[src/rtl/seg_scan_pwm.sv]
// seg_scan_pwm -- multiplexed N-digit seven-segment scan driver.
//
// Each digit slot of SLOT_CYC clocks has two parts. It starts with BLANK_CYC
// dead-time cycles. It then has a DRIVE phase of 16 PWM steps of STEP_CYC
// cycles each, followed by any residual cycles with the outputs inactive.
// seg_data_in, digit_en and brightness are staged on load. They are copied
// to the shadow set at the frame boundary, so a frame is never torn.
//
// Optional build macro: SEG_SCAN_BLINK_EN. It adds the blink_mask input and
// the BLINK_FRAMES parameter. Masked digits then blank on alternate groups of
// BLINK_FRAMES frames.
//
// Ports:
//   clk          system clock
//   rst_n        synchronous active-low reset
//   seg_data_in  digit k pattern at [k*SEG_W +: SEG_W], active-low segments
//   digit_en     1 = digit k displayed
//   brightness   0 = 1/16 duty .. 15 = full duty
//   load         one-cycle strobe, stages the inputs above
//   blink_mask   (SEG_SCAN_BLINK_EN only) digits that blink
//   seg_sel      digit select, active-low, registered
//   seg_data     segment drive, active-low, registered
//   frame_done   one-cycle pulse on the last cycle of the last digit slot
module seg_scan_pwm #(
   parameter int DIGITS    = 6,
   parameter int SEG_W     = 8,
   parameter int CLK_FREQ  = 50000000,
   parameter int SCAN_FREQ = 200,
   parameter int BLANK_CYC = 64
`ifdef SEG_SCAN_BLINK_EN
   ,
   parameter int BLINK_FRAMES = 100
`endif
) (
   input  logic                    clk,
   input  logic                    rst_n,
   input  logic [DIGITS*SEG_W-1:0] seg_data_in,
   input  logic [DIGITS-1:0]       digit_en,
   input  logic [3:0]              brightness,
   input  logic                    load,
`ifdef SEG_SCAN_BLINK_EN
   input  logic [DIGITS-1:0]       blink_mask,
`endif
   output logic [DIGITS-1:0]       seg_sel,
   output logic [SEG_W-1:0]        seg_data,
   output logic                    frame_done
);

   localparam int SLOT_CYC  = CLK_FREQ / (SCAN_FREQ * DIGITS);
   localparam int DRIVE_CYC = SLOT_CYC - BLANK_CYC;
   localparam int STEP_CYC  = DRIVE_CYC / 16;

   localparam int CNT_W = $clog2(SLOT_CYC + 1);
   localparam int IDX_W = $clog2(DIGITS);
   localparam int SUB_W = $clog2(STEP_CYC + 1);

   localparam logic [CNT_W-1:0] BLANK_LAST = CNT_W'(BLANK_CYC - 1);
   localparam logic [CNT_W-1:0] DRIVE_LAST = CNT_W'(DRIVE_CYC - 1);
   localparam logic [CNT_W-1:0] FD_AT      = CNT_W'(DRIVE_CYC - 2);
   localparam logic [SUB_W-1:0] STEP_LAST  = SUB_W'(STEP_CYC - 1);
   localparam logic [IDX_W-1:0] LAST_DIG   = IDX_W'(DIGITS - 1);

   if (STEP_CYC < 1 || DIGITS > 16 || DIGITS < 2) begin : g_bad_cfg
      $error("seg_scan_pwm: STEP_CYC must be >= 1 and DIGITS in 2..16");
   end

   typedef enum logic {BLANK, DRIVE} state_t;
   localparam state_t START_ST = (BLANK_CYC == 0) ? DRIVE : BLANK;

   state_t                  state;
   logic [CNT_W-1:0]        cnt;
   logic [SUB_W-1:0]        step_sub;
   logic [4:0]              step_idx;   // 16 = PWM steps exhausted (residual)
   logic [IDX_W-1:0]        digit;
   logic                    load_pending;

   logic [DIGITS*SEG_W-1:0] st_data, sh_data;
   logic [DIGITS-1:0]       st_en, sh_en;
   logic [3:0]              st_bright, sh_bright;

   logic [DIGITS-1:0]       en_eff;
   logic                    active;
   logic [DIGITS-1:0]       cur_sel;
   logic [SEG_W-1:0]        cur_pat;

`ifdef SEG_SCAN_BLINK_EN
   localparam int BC_W = $clog2(BLINK_FRAMES + 1);
   localparam logic [BC_W-1:0] BLINK_LAST = BC_W'(BLINK_FRAMES - 1);

   logic [DIGITS-1:0] st_mask, sh_mask;
   logic [BC_W-1:0]   blink_cnt;
   logic              blink_phase;

   assign en_eff = sh_en & ~(blink_phase ? sh_mask : '0);
`else
   assign en_eff = sh_en;
`endif

   always_comb begin
      cur_sel = '1;
      cur_pat = '1;
      for (int unsigned k = 0; k < DIGITS; k++) begin
         if (digit == IDX_W'(k)) begin
            cur_sel[k] = 1'b0;
            cur_pat    = sh_data[k*SEG_W +: SEG_W];
         end
      end
      active = (state == DRIVE) && en_eff[digit] &&
               (step_idx < ({1'b0, sh_bright} + 5'd1));
   end

   always_ff @(posedge clk) begin
      if (!rst_n) begin
         seg_sel      <= '1;
         seg_data     <= '1;
         frame_done   <= 1'b0;
         state        <= START_ST;
         cnt          <= '0;
         step_sub     <= '0;
         step_idx     <= '0;
         digit        <= '0;
         load_pending <= 1'b0;
         st_data      <= '1;
         st_en        <= '1;
         st_bright    <= 4'hF;
         sh_data      <= '1;
         sh_en        <= '1;
         sh_bright    <= 4'hF;
`ifdef SEG_SCAN_BLINK_EN
         st_mask      <= '0;
         sh_mask      <= '0;
         blink_cnt    <= '0;
         blink_phase  <= 1'b0;
`endif
      end else begin
         seg_sel  <= active ? cur_sel : '1;
         seg_data <= active ? cur_pat : '1;

         // Raised one cycle early so the pulse covers the slot's last cycle.
         frame_done <= (digit == LAST_DIG) && (state == DRIVE) && (cnt == FD_AT);

         case (state)
            BLANK: begin
               if (cnt == BLANK_LAST) begin
                  state <= DRIVE;
                  cnt   <= '0;
               end else begin
                  cnt <= cnt + 1'b1;
               end
            end
            DRIVE: begin
               if (cnt == DRIVE_LAST) begin
                  state    <= START_ST;
                  cnt      <= '0;
                  step_sub <= '0;
                  step_idx <= '0;
                  digit    <= (digit == LAST_DIG) ? '0 : digit + 1'b1;
               end else begin
                  cnt <= cnt + 1'b1;
                  if (step_idx != 5'd16) begin
                     if (step_sub == STEP_LAST) begin
                        step_sub <= '0;
                        step_idx <= step_idx + 5'd1;
                     end else begin
                        step_sub <= step_sub + 1'b1;
                     end
                  end
               end
            end
            default: state <= START_ST;
         endcase

         if (load) begin
            st_data   <= seg_data_in;
            st_en     <= digit_en;
            st_bright <= brightness;
`ifdef SEG_SCAN_BLINK_EN
            st_mask   <= blink_mask;
`endif
         end

         // Frame boundary: a load in this same cycle bypasses staging.
         if (frame_done) begin
            load_pending <= 1'b0;
            if (load) begin
               sh_data   <= seg_data_in;
               sh_en     <= digit_en;
               sh_bright <= brightness;
`ifdef SEG_SCAN_BLINK_EN
               sh_mask   <= blink_mask;
`endif
            end else if (load_pending) begin
               sh_data   <= st_data;
               sh_en     <= st_en;
               sh_bright <= st_bright;
`ifdef SEG_SCAN_BLINK_EN
               sh_mask   <= st_mask;
`endif
            end
         end else if (load) begin
            load_pending <= 1'b1;
         end

`ifdef SEG_SCAN_BLINK_EN
         if (frame_done) begin
            if (blink_cnt == BLINK_LAST) begin
               blink_cnt   <= '0;
               blink_phase <= ~blink_phase;
            end else begin
               blink_cnt <= blink_cnt + 1'b1;
            end
         end
`endif
      end
   end

endmodule

[config.mk]
export PLATFORM = sky130hd
export DESIGN_NAME = seg_scan_pwm
export DESIGN_NICKNAME = d
export VERILOG_FILES = /design/src/rtl/seg_scan_pwm.sv
export SDC_FILE = /design/constraint.sdc
export NUM_CORES = 1
export LEC_CHECK = 0
export BUFFER_PORTS_ARGS = -buffer_cell sky130_fd_sc_hd__buf_2
export CAP_MARGIN = 0
export CORE_ASPECT_RATIO = 1.2
export CORE_MARGIN = 10
export CORE_UTILIZATION = 50
export DETAILED_ROUTE_END_ITERATION = 8
export GPL_TIMING_DRIVEN = 0
export HOLD_SLACK_MARGIN = 0.1
export PLACE_DENSITY = 0.7
export SYNTH_ARGS = -nofsm -noshare
export SYNTH_HDL_FRONTEND = slang
export SYNTH_SLANG_ARGS = --single-unit
export TNS_END_PERCENT = 5
[constraint.sdc]
create_clock -name clk -period 2.8 [get_ports clk]
set_input_delay 0.56 -clock clk [delete_from_list [all_inputs] [get_ports clk]]
set_output_delay 0.56 -clock clk [all_outputs]
set_load 0.005 [all_outputs]
==> results.toml <==
[sta]
final_hold_viol_count = 0
fin_setup_tns_ns = 0
fmax_mhz = 391.4
skew_ns = 0.006951
setup_viol = 0
slew_headroom_pct = 26.99
tightestPinTransition_ns = 1.093
maxSlewViolCount = 0
rsz0062_at_grt = "false"
post-route-period-util_pct = 91.25
fin_crit_ns = 2.555

[synthesis]
synthArstFlopShare_pct = 0
synth_edf_count = 0
synth_area_um2 = 6809
synthCells = 723
yosysTopAreaCell = "dfxtp_1"
syn_avg_cell_area_um2 = 9.418
synthesis.nets = 796
synthTopCellsByArea = "dfxtp_1 (50%), mux2i_1 (9.1%), nand2_1 (7.4%)"
yosysSeqAreaShare_pct = 49.69
synth_ff_type = "dfxtp_1"
synth_top_area_share_pct = 49.69
ys_ff_latch = 169
yosys_warnings = 0
yosysUniqueCellTypes = 49

[place]
hpwl_mm = 12.56
place_area_um2 = 7385
portBuffers = 73
placed_cells = 964
place_congestion = 0.8400

[final_layout]
n_antenna_cell = 0
instances_no_fill = 994
final_common_cell = "dfxtp_1"
finalInstanceArea_um2 = 7931
utilization_pct = 59.66
syn_to_final_growth_pct = 16.48
finalNetCount = 887
nFillCells = 1181
drive_above_1_share_pct = 15.98
most-common-layout-cells = "dfxtp_1 (169), nand2_1 (135), buf_2 (82)"

[setup_path]
setup.worst_path.end_class = "flip-flop"
required_ns = 3.09
r2r_cells = 9
critPathTopFamily = "simple AND/OR/NAND/NOR gates"
timing.rr.end = "seg_data[4]"
slowest_stage = "nor4_1"
slowest_delay_ns = 0.64
rr_startpoint = "sh_bright[0]"
crit_chain = "ha_1 -> inv_1 -> ha_1 -> o21a_1 -> o21ai_0 -> a21oi_1 -> nor4_1 -> buf_2 -> o21ai_0"
critPathBufInv = 2
reg2reg_slack_ns = 0.24
crit_cells = 9
critPathMaxFanout = 10
path_class = "reg -> reg"
cp.arrival_ns = 2.84
crit_path_start_kind = "flip-flop"

[clock_network]
cts_max_path_buffers = 2
clock_latency_ns = 0.42
path_clk_slew_ns = 0.06
cts_sinks = 169
postCtsSetupBuffers = 0
root_buffer = "clkbuf_16"
hold_buffers = 0
cts_tree = "done"
h-tree-depth = 4
cts_made_buffers = 17
cts_resized = 0

[detailed_routing]
wirelength_mm = 16.80
drc = 0
drtIter0Drc = 330
wl_per_cell_um = 16.90
ant_nets = 0
drt-vias-per-instance = 5.559
drtPass1Iterations = 5
dr_total_vias = 5526

[hold_path]
min_path_type = "in -> reg"
hold_depth = 3
hold_path_startpoint = "brightness[2]"
hold_end = "st_bright[2]"

[grt]
grt_antenna_before_repair = 0
grt_pass1_vias = 5595
grt_pass1_wl_mm = 27.03
grt_max_degree = 17
grt_overflow_total = 0
grt_usage_pct = 17.76

[outcome]
outcome = "finished clean"

[power_and_ir_drop]
p_leak_nw = 3.429
vdd_drop_max_uv = 473.7
power.density_nw_per_um2 = 618.5

[floorplan]
dieArea_um2 = 18710
initial_core_util_pct = 51.21
die_y_um = 147.8
rows = 46
ioPinCount = 76
fp.coreArea_um2 = 13300
fp.dieW_um = 126.5

[run]
cap_violations = 0
-- how the worst max path moves through the flow --
stage	end	slack, ns	from
2_1_floorplan	seg_data[6]	0.72	digit[0]
3_3_place_gp	sh_data[44]	0.16	load
3_5_place_dp	seg_data[0]	0.08	digit[0]
4_1_cts	seg_data[0]	0.06	digit[0]
5_1_grt	seg_data[4]	0.04	sh_bright[0]
6_report	seg_data[4]	0.24	sh_bright[0]
-- per-layer routing --
layer  global-route usage [%]  routed length (µm)  vias up  share of wire (%)
li1                         -                   -     2733                  -
met1                    18.70                6792     2642                 40
met2                    32.08                8946      127                 53
met3                    4.794                 680       24                4.0
met4                    7.982                 377        0                2.2
met5                        0                   0        -                  0
-- flip-flops by register name, indices dropped and copies added, names as in the netlist --
name / cells
seg_data: 8
sh_data: 48
seg_sel: 6
step_idx: 5
st_en: 6
cnt: 16
st_bright: 4
en_eff: 6
step_sub: 12
st_data: 48
state: 1
load_pending: 1
sh_bright: 4
frame_done: 1
digit: 3
-- synth_stat cells, drive strengths merged, types with 6 or more instances --
cell and count:
a211oi 8, a21oi 11, a221oi 8, buf 20, clkbuf 28, dfxtp 169
ha 12, inv 20, mux2 8, mux2i 62, nand2 135, nand3 23
nand4 10, nor2 40, nor3 6, o211ai 58, o21ai 16, o22ai 10
or3 6, xnor2 15, xor2 6
-- worst min-delay path: cells and delay by family --
family | cells | cell delay (ns)
buf+inv | 1 | 0.08
mux | 1 | 0.07
simple gates | 1 | 0.06
-- logic make-up after synthesis --
kind of cell / count (synthesis) / share of synthesized area (%)
adder cells (fa/ha/maj): 12 / 2.205
XOR/XNOR: 21 / 2.701
flip-flops: 169 / 49.69
buffers and inverters: 68 / 4.043
AO/OA/AOI/OAI: 124 / 12.68
multiplexers: 71 / 10.77
AND/OR/NAND/NOR: 258 / 17.92
-- final cells by class --
class / instances / area (µm²) / area share (%)
Buffer: 47 / 196.4 / 2.477
Clock buffer: 18 / 429.2 / 5.411
Clock inverter: 13 / 121.4 / 1.530
Inverter: 20 / 75.07 / 0.9465
Multi-Input combinational cell: 486 / 3151 / 39.72
Sequential cell: 169 / 3383 / 42.66
Tap cell: 168 / 210.2 / 2.650
Timing Repair Buffer: 73 / 365.4 / 4.606
-- power breakdown --
part	total [W]	internal, W	switching [W]
clock network	0.00220	0.00123	0.000971
logic	0.000231	0.0000945	0.000137
registers	0.00248	0.00246	0.0000187
total	0.00491	0.00378	0.00113
-- stage by stage --
step,worst slack [ns],hold slack (ns),power [W]
after floorplan,0.7204,0.4379,0.002671
after global placement,0.1642,0.4515,0.002754
after detailed placement,0.08317,0.4621,0.002764
after CTS,0.05973,0.3649,0.004949
after global routing,0.03739,0.3771,0.005088
final,0.2450,0.3827,0.004905
Note: power is estimated with default switching activity, not from simulation.
